--- src/rtl/shift_add_mul_pkg.sv ---
// Shared definitions for the shift-and-add multiplier.
//   - state_t : FSM encoding (IDLE/RUN/DONE), STATE_W bits wide
//   - magnitude() : two's-complement magnitude of a w-bit value when
//     is_signed=1, otherwise the value unchanged (w <= MAX_W)
package shift_add_mul_pkg;

    localparam int STATE_W = 2;
    localparam int MAX_W   = 64;

    typedef enum logic [STATE_W-1:0] {
        IDLE = 2'd0,
        RUN  = 2'd1,
        DONE = 2'd2
    } state_t;

    // x holds a w-bit value zero-extended to MAX_W bits. The result is
    // masked back to w bits, so the most negative value maps onto
    // 2^(w-1), which still fits as an unsigned w-bit number.
    function automatic logic [MAX_W-1:0] magnitude(
        input logic [MAX_W-1:0] x,
        input int unsigned      w,
        input logic             is_signed
    );
        logic [MAX_W-1:0] mask;
        logic             sign;
        mask = (64'd1 << w) - 64'd1;
        sign = |(x & (64'd1 << (w - 1)));
        if (is_signed && sign) begin
            return (~x + 64'd1) & mask;
        end
        return x & mask;
    endfunction

endpackage

--- src/rtl/shift_add_mul_dp.sv ---
// Datapath of the shift-and-add multiplier.
// Ports:
//   clk, rst_n          : clock, async active-low reset
//   i_load              : capture |a|, |b|, sign and clear acc/cnt
//   i_step              : one shift-and-add iteration
//   i_commit            : write product (0 when coincident with i_load,
//                         otherwise the signed-corrected running sum)
//   i_signed_mode, i_a, i_b : operands, used only with i_load
//   o_b_zero            : |i_b| == 0 (combinational, for the early exit)
//   o_last              : current iteration is the final one
//   o_product           : registered 2*WIDTH result
module shift_add_mul_dp
    import shift_add_mul_pkg::*;
#(
    parameter int WIDTH      = 16,
    parameter int EARLY_TERM = 1
) (
    input  logic                 clk,
    input  logic                 rst_n,
    input  logic                 i_load,
    input  logic                 i_step,
    input  logic                 i_commit,
    input  logic                 i_signed_mode,
    input  logic [WIDTH-1:0]     i_a,
    input  logic [WIDTH-1:0]     i_b,
    output logic                 o_b_zero,
    output logic                 o_last,
    output logic [2*WIDTH-1:0]   o_product
);

    localparam int CNT_W = $clog2(WIDTH) + 1;

    logic [2*WIDTH-1:0] r_mcand;
    logic [WIDTH-1:0]   r_mplier;
    logic [2*WIDTH-1:0] r_acc;
    logic               r_neg;
    logic [CNT_W-1:0]   r_cnt;
    logic [2*WIDTH-1:0] r_product;

    logic [WIDTH-1:0]   w_mag_a;
    logic [WIDTH-1:0]   w_mag_b;
    logic [2*WIDTH-1:0] w_sum;

    assign w_mag_a = WIDTH'(magnitude(64'(i_a), 32'(WIDTH), i_signed_mode));
    assign w_mag_b = WIDTH'(magnitude(64'(i_b), 32'(WIDTH), i_signed_mode));

    // Magnitudes are < 2^WIDTH each, so the accumulated sum always fits.
    assign w_sum = r_acc + (r_mplier[0] ? r_mcand : '0);

    assign o_b_zero  = (w_mag_b == '0);
    assign o_last    = ((EARLY_TERM != 0) && ((r_mplier >> 1) == '0)) ||
                       (r_cnt == CNT_W'(WIDTH - 1));
    assign o_product = r_product;

    always_ff @(posedge clk or negedge rst_n) begin
        if (!rst_n) begin
            r_mcand  <= '0;
            r_mplier <= '0;
            r_acc    <= '0;
            r_neg    <= 1'b0;
            r_cnt    <= '0;
        end else if (i_load) begin
            r_mcand  <= {{WIDTH{1'b0}}, w_mag_a};
            r_mplier <= w_mag_b;
            r_acc    <= '0;
            r_neg    <= i_signed_mode & (i_a[WIDTH-1] ^ i_b[WIDTH-1]);
            r_cnt    <= '0;
        end else if (i_step) begin
            r_acc    <= w_sum;
            r_mcand  <= r_mcand << 1;
            r_mplier <= r_mplier >> 1;
            r_cnt    <= r_cnt + CNT_W'(1);
        end
    end

    // A commit together with a load is the zero-multiplier shortcut: the
    // running registers still hold the previous operation, so write 0.
    always_ff @(posedge clk or negedge rst_n) begin
        if (!rst_n) begin
            r_product <= '0;
        end else if (i_commit) begin
            r_product <= i_load ? '0 : (r_neg ? -w_sum : w_sum);
        end
    end

endmodule

--- src/rtl/shift_add_mul.sv ---
// Sequential radix-2 shift-and-add multiplier, signed or unsigned.
// Ports:
//   clk, rst_n       : clock, async active-low reset
//   start            : request, accepted only on an edge where ready=1
//   signed_mode,a,b  : operands, sampled on the accepting edge only
//   ready            : idle, able to accept start
//   busy             : iterating
//   done             : one-cycle pulse, product valid from this cycle on
//   product          : 2*WIDTH result, held until the next completion
//   dbg_state        : current FSM state
// Handshake: a request is taken on a rising edge where start=1 and
// ready=1; start is ignored at all other times without side effects.
// Exactly one done pulse follows every accepted request, and ready only
// returns in the cycle after done.
module shift_add_mul
    import shift_add_mul_pkg::*;
#(
    parameter int WIDTH      = 16,
    parameter int EARLY_TERM = 1
) (
    input  logic               clk,
    input  logic               rst_n,
    input  logic               start,
    input  logic               signed_mode,
    input  logic [WIDTH-1:0]   a,
    input  logic [WIDTH-1:0]   b,
    output logic               ready,
    output logic               busy,
    output logic               done,
    output logic [2*WIDTH-1:0] product,
    output state_t             dbg_state
);

    state_t r_state;
    state_t w_next;
    logic   w_load;
    logic   w_step;
    logic   w_commit;
    logic   w_b_zero;
    logic   w_last;

    always_ff @(posedge clk or negedge rst_n) begin
        if (!rst_n) begin
            r_state <= IDLE;
        end else begin
            r_state <= w_next;
        end
    end

    always_comb begin
        w_next   = r_state;
        w_load   = 1'b0;
        w_step   = 1'b0;
        w_commit = 1'b0;
        case (r_state)
            IDLE: begin
                if (start) begin
                    w_load = 1'b1;
                    if ((EARLY_TERM != 0) && w_b_zero) begin
                        w_commit = 1'b1;
                        w_next   = DONE;
                    end else begin
                        w_next = RUN;
                    end
                end
            end
            RUN: begin
                w_step = 1'b1;
                if (w_last) begin
                    w_commit = 1'b1;
                    w_next   = DONE;
                end
            end
            DONE:    w_next = IDLE;
            default: w_next = IDLE;
        endcase
    end

    assign ready     = (r_state == IDLE);
    assign busy      = (r_state == RUN);
    assign done      = (r_state == DONE);
    assign dbg_state = r_state;

    shift_add_mul_dp #(
        .WIDTH      (WIDTH),
        .EARLY_TERM (EARLY_TERM)
    ) u_dp (
        .clk           (clk),
        .rst_n         (rst_n),
        .i_load        (w_load),
        .i_step        (w_step),
        .i_commit      (w_commit),
        .i_signed_mode (signed_mode),
        .i_a           (a),
        .i_b           (b),
        .o_b_zero      (w_b_zero),
        .o_last        (w_last),
        .o_product     (product)
    );

endmodule
--- config.mk ---
export PLATFORM = sky130hd
export DESIGN_NAME = shift_add_mul
export DESIGN_NICKNAME = d
export VERILOG_FILES = /design/src/rtl/shift_add_mul_pkg.sv /design/src/rtl/shift_add_mul_dp.sv /design/src/rtl/shift_add_mul.sv
export SDC_FILE = /design/constraint.sdc
export NUM_CORES = 1
export LEC_CHECK = 0
export BUFFER_PORTS_ARGS = -buffer_cell sky130_fd_sc_hd__buf_2
export CORE_MARGIN = 8
export CORE_UTILIZATION = 55
export DETAILED_ROUTE_END_ITERATION = 7
export PLACE_DENSITY = 0.82
export SLEW_MARGIN = 0
export SYNTH_ARGS = -nofsm -noshare
export SYNTH_HDL_FRONTEND = slang
export SYNTH_SLANG_ARGS = --single-unit
--- constraint.sdc ---
create_clock -name clk -period 6.82 [get_ports clk]
set_input_delay 0.682 -clock clk [delete_from_list [all_inputs] [get_ports clk]]
set_output_delay 0.682 -clock clk [all_outputs]
set_load 0.02 [all_outputs]
# Word-level counts from Yosys, hierarchy flattened

Index checks and enable logic that the tools add are counted.
Widths: inputs -> output; s select.

Reductions and logical operators: 8
Add/subtract/negate cells: 5
Muxes and demuxes: 28
Bitwise logic cells: 4
Eq/ne operators: 5

Operators with widths:

| kind                  | number |
|---|---|
| $mux 32               | 7 |
| $mux 16               | 6 |
| $add 16x1->16 const B | 2 |
| $add 32x32->32        | 1 |
| $logic_not 16->1      | 2 |
| $neg 32->32           | 1 |
| $not 16->16           | 2 |
| $mux 5                | 2 |
| $mux 1                | 8 |
| $mux 2                | 3 |
| $add 5x1->5 const B   | 1 |
| $eq 5x4->1 const B    | 1 |
| $pmux 2 s2            | 1 |
| $eq 2x1->1 const B    | 1 |
| $eq 2x2->1 const B    | 1 |
| $logic_and 1x1->1     | 2 |
| $logic_not 2->1       | 1 |
| $ne 2x1->1 const B    | 1 |
| $ne 2x2->1 const B    | 1 |
| $pmux 1 s2            | 1 |
| $reduce_and 2->1      | 1 |
| $reduce_bool 2->1     | 1 |
| $and 1x1->1           | 1 |
| $logic_or 1x1->1      | 1 |
| $xor 1x1->1           | 1 |

Logic and storage cells: 57
Flip-flop bits (word level): 120
Output and inout bits: 37
Input bits: 36

# Logic depth before layout (Yosys ltp)

Depth in word-level cells: 8
Gate-level depth with buffers: 15

# By module

From an unflattened synthesis, not the netlist that was laid out.

Cell total of the unflattened synthesis: 946
Area, all modules: 8536.9 µm²

By module, submodules not included:

| module           | cells each | area an instance (µm²) | times used | sequential area each (µm²) |
|---|---|---|---|---|
| shift_add_mul_dp | 935        | 8414.3                 | 1          | 2952.8 |
| shift_add_mul    | 11         | 122.6                  | 1          | 50.0 |

# Worst setup path before layout

Ideal clock, no wire load.

Path kind: register to register
Start: reg u_dp.r_mplier[0]
End: reg u_dp.r_product[22] (netlist: u_dp.o_product[22])
Data required time: 6.742 ns
Path slack: 3.180 ns
Cell stages (with the launch flop): 15
Arrival time: 3.561 ns
Library setup time: 0.078 ns
Path through: dfrtp_1 clkbuf_1 and2_1 ha_1 fa_1 a21o_1 a221oi_4 o2bb2ai_2 xor2_1 or2_1 nor4_4 nand4b_1 o41a_1 xnor2_1 o2bb2ai_1

Longest elaborated chain between the ends: 5

RTL lines:

| item                   | line                   | RTL |
|---|---|---|
| start, declared        | shift_add_mul_dp.sv:34 | `logic [WIDTH-1:0] r_mplier;` |
| start signal, assigned | shift_add_mul_dp.sv:64 | `r_mplier <= w_mag_b;` |
| start signal, assigned | shift_add_mul_dp.sv:71 | `r_mplier <= r_mplier >> 1;` |
| $mux 32 *              | shift_add_mul_dp.sv:48 | `assign w_sum = r_acc + (r_mplier[0] ? r_mcand : '0);` |
| $add 32x32->32 *       | shift_add_mul_dp.sv:48 |  |
| $neg 32->32            | shift_add_mul_dp.sv:82 | `r_product <= i_load ? '0 : (r_neg ? -w_sum : w_sum);` |
| $mux 32 * (2 in a row) | shift_add_mul_dp.sv:82 |  |
| end signal, assigned   | shift_add_mul_dp.sv:82 |  |
| end, declared          | shift_add_mul_dp.sv:38 | `logic [2*WIDTH-1:0] r_product;` |

Mark *: on every way between the ends. The rest lies on a longest branch, timed or not.
A chain may end at the register's enable or synchronous reset.

# Worst setup path in the final report

Start: reg u_dp.r_mplier[0]
End: reg u_dp.r_product[27] (netlist: u_dp.o_product[27])

Same word-level chain as after synthesis.

==> out/qor.csv <==
metric,value,unit
status,"complete, no violations",
Remaining DRCs,0,
top fanout value on the critical path,33,
vias in the first global route,7581,
DR iter-0 viols,547,
post-DR wirelength/cell,17.7,µm
yosys warns,0,
clock buffer depth,2,
Setup Viol. Count Final,0,
Post-Syn Nets,1078,
"Slew Viols, Final",0,
sequential area share after synthesis,35.4,%
slew margin rel.,14.8,%
fin crit period,4.46,ns
Final Cycle Share,65.4,%
GP Congestion,0.948,
synth unique cells,82,
post-route ant nets,0,
Buffers on Ports,72,
total number of vias,7680,
Worst setup EP type,register,
Least-Margin Pin Slew,1.28,ns
# resized after CTS,0,
clk_lat worst skew,0.43,ns
cell area power density,519,mW/mm²
H-tree levels,4,
DP HPWL,15600,µm
"EDFF count, synth",0,
row count,45,
Final TNS setup,0,ns
n_diodes,0,
"Req. time, crit path",7.13,ns
DP Area,0.00890,mm²
"Hold-fix buffers, CTS",0,
Final Hold Viols,0,
post-route design area,0.00950,mm²
GR Overflow Total,0,
CP arrival,4.77,ns
# IOs,73,
global-route wire length before repair,36600,µm
clk slew on worst S/H paths,0.06,ns
Gate Count Post-Synth,1004,
"Power, Total",4930,µW
clock skew,0.00867,ns
Mapped Area,0.00849,mm²
LEAKAGE,0.00407,µW
Initial Util,56.0,%
Synth-to-Final Area Change,11.9,%
startpoint types,register,
"Avg Cell Area, Syn",8.45,µm²
Die Height,140,µm
share of cells above drive strength 1,12.8,%
Max VDD drop,355,µV
Core Area,0.0151,mm²
Die ar.,0.0197,mm²
RSZ-0062 raised after global routing,false,
drt pass-1 iters,5,
Final WS setup,2.36,ns
routed wire length,21900,µm
most frequently used flop master after synthesis,dfrtp_1,
post-DR vias/cell,6.18,
clk sink count,120,
#FFs+latches synth,120,
TritonCTS Buffers,17,
Post-CTS Setup Inserts,0,
# Max-Cap Violations,0,
nets,1115,
CTS tree,built,
largest net degree at the start of global routing,77,
Tot GR Track Use,22.8,%
Peak Freq,224,MHz
kind of critical path,reg -> reg,
Die Wd,140,µm
CTS Root Buffer Type,clkbuf_16,
pre-CTS setup slack,2.64,ns
Min-Delay Path Class,in -> async,
Synth async-reset ratio,100,%
initial antenna violation count,0,
## worst max-delay path, stage by stage (launching register included)
cell	delay [ns]
dfrtp_1	0.69
and2_1	0.30
ha_1	0.22
fa_1	0.41
a21o_1	0.21
a221oi_4	0.42
o21ai_0	0.19
xnor2_1	0.42
nand2_1	0.18
nor3_1	0.32
nand4_1	0.28
o31ai_1	0.36
xor2_1	0.22
o2bb2ai_1	0.10
## power by group
part | switching [µW] | internal, µW | total (µW) | leakage (µW)
clock | 333 | 567 | 900 | 0.000283
sequential | 270 | 1040 | 1310 | 0.00146
combinational | 1700 | 1020 | 2720 | 0.00233
## area by class of cell
type,instances,area (µm²)
fill,1266,5650
multi-input combinational,804,5180
sequential,120,3000
clock buffer,22,474
timing repair buffer,78,408
tap,188,235
clock inverter,10,119
inverter,20,75.1
## cells in the final DEF (no fill, tap or decap), types with 5 or more instances in the layout
| master | instances |
|---|---|
| o21ai_0 | 96 |
| nand3_1 | 44 |
| mux2i_1 | 5 |
| nor3_1 | 11 |
| nor2_1 | 53 |
| buf_4 | 7 |
| a21oi_1 | 46 |
| nand2b_1 | 6 |
| and2_1 | 40 |
| ha_1 | 37 |
| o211ai_1 | 8 |
| o41ai_1 | 5 |
| a22oi_1 | 17 |
| or3_1 | 10 |
| a31oi_1 | 17 |
| and3_1 | 8 |
| a21o_1 | 9 |
| xor2_1 | 35 |
| inv_1 | 19 |
| nand2_1 | 157 |
| o21ai_1 | 5 |
| nor4_1 | 5 |
| o31ai_1 | 11 |
| dfrtp_1 | 120 |
| nand4_1 | 11 |
| a22o_1 | 8 |
| clkbuf_16 | 17 |
| buf_2 | 71 |
| o2bb2ai_1 | 33 |
| xnor2_1 | 41 |
| nor2b_1 | 6 |
## stage by stage
step / std cells / utilization [%] / hold slack (ns)
after floorplan: 1004 / - / 0.386
after global placement: 1210 / 58.8 / 0.468
after detailed placement: 1210 / 58.8 / 0.468
after CTS: 1242 / 62.7 / 0.321
after global routing: 1242 / 62.7 / 0.358
final: 1242 / 62.7 / 0.296
## synthesized netlist by cell type, drive strengths merged (4+ instances only)
library cell / number / area (µm²)
o211ai: 8 / 60.1
nand2b: 7 / 43.8
nor2: 56 / 215
nand4: 11 / 68.8
and4: 4 / 35.0
nand3: 44 / 220
nor4: 7 / 65.1
o2111ai: 4 / 35.0
or3: 10 / 62.6
dfrtp: 120 / 3000
and3: 9 / 57.6
nor3: 13 / 75.1
a22oi: 17 / 128
a41oi: 4 / 42.6
a21o: 9 / 67.6
a22o: 8 / 70.1
xor2: 35 / 307
ha: 37 / 463
clkbuf: 48 / 181
a21oi: 47 / 239
o2bb2ai: 34 / 304
or2: 4 / 25.0
nand2: 158 / 593
nor2b: 6 / 37.5
o41ai: 6 / 60.1
mux2i: 5 / 50.1
inv: 19 / 71.3
o31ai: 11 / 82.6
o21ai: 101 / 505
xnor2: 41 / 359
buf: 12 / 53.8
a31oi: 17 / 106
a211oi: 4 / 35.0
and2: 40 / 250
## worst paths after layout
| kind | from | endpoint | slack, ns | cells past startpoint |
|---|---|---|---|---|
| min in group clk | u_dp.o_product[12] | u_dp.o_product[12] | 0.48 | 1 |
| setup reg to reg | u_dp.r_mplier[0] | u_dp.o_product[27] | 2.36 | 13 |
| hold reg to reg | u_dp.o_product[12] | u_dp.o_product[12] | 0.48 | 1 |
| max in group asynchronous | rst_n | u_dp.o_product[0] | 5.26 | 2 |
| setup / recovery | u_dp.r_mplier[0] | u_dp.o_product[27] | 2.36 | 13 |
| hold / removal | rst_n | u_dp.r_mcand[27] | 0.30 | 1 |
## kinds of logic (layout without fill, tap and decap cells)
family	after synthesis	in the layout	synth area share (%)
multiplexers	7	7	0.855
adder cells (fa/ha/maj)	38	38	5.69
flip-flops	120	120	35.4
AND/OR/NAND/NOR	380	380	21.9
AO/OA/AOI/OAI	303	303	24.6
XOR/XNOR	76	76	7.84
buffers and inverters	80	130	3.66
## routing by layer
metal | part of all wire, % | up-vias | GRT usage [%]
met5 | 0 | - | 0
met4 | 4.2 | 0 | 11.5
met3 | 3.7 | 71 | 4.11
met2 | 50 | 195 | 39.3
met1 | 42 | 3684 | 26.6
li1 | - | 3730 | -
## state kept, by name (all words and copies together) (netlist names)
name	cells
u_dp.r_mcand	32
u_dp.r_neg	1
u_dp.r_mplier	16
u_dp.r_cnt	5
u_dp.r_acc	32
dbg_state	2
u_dp.o_product	32
(Power assumes the default switching activity.)
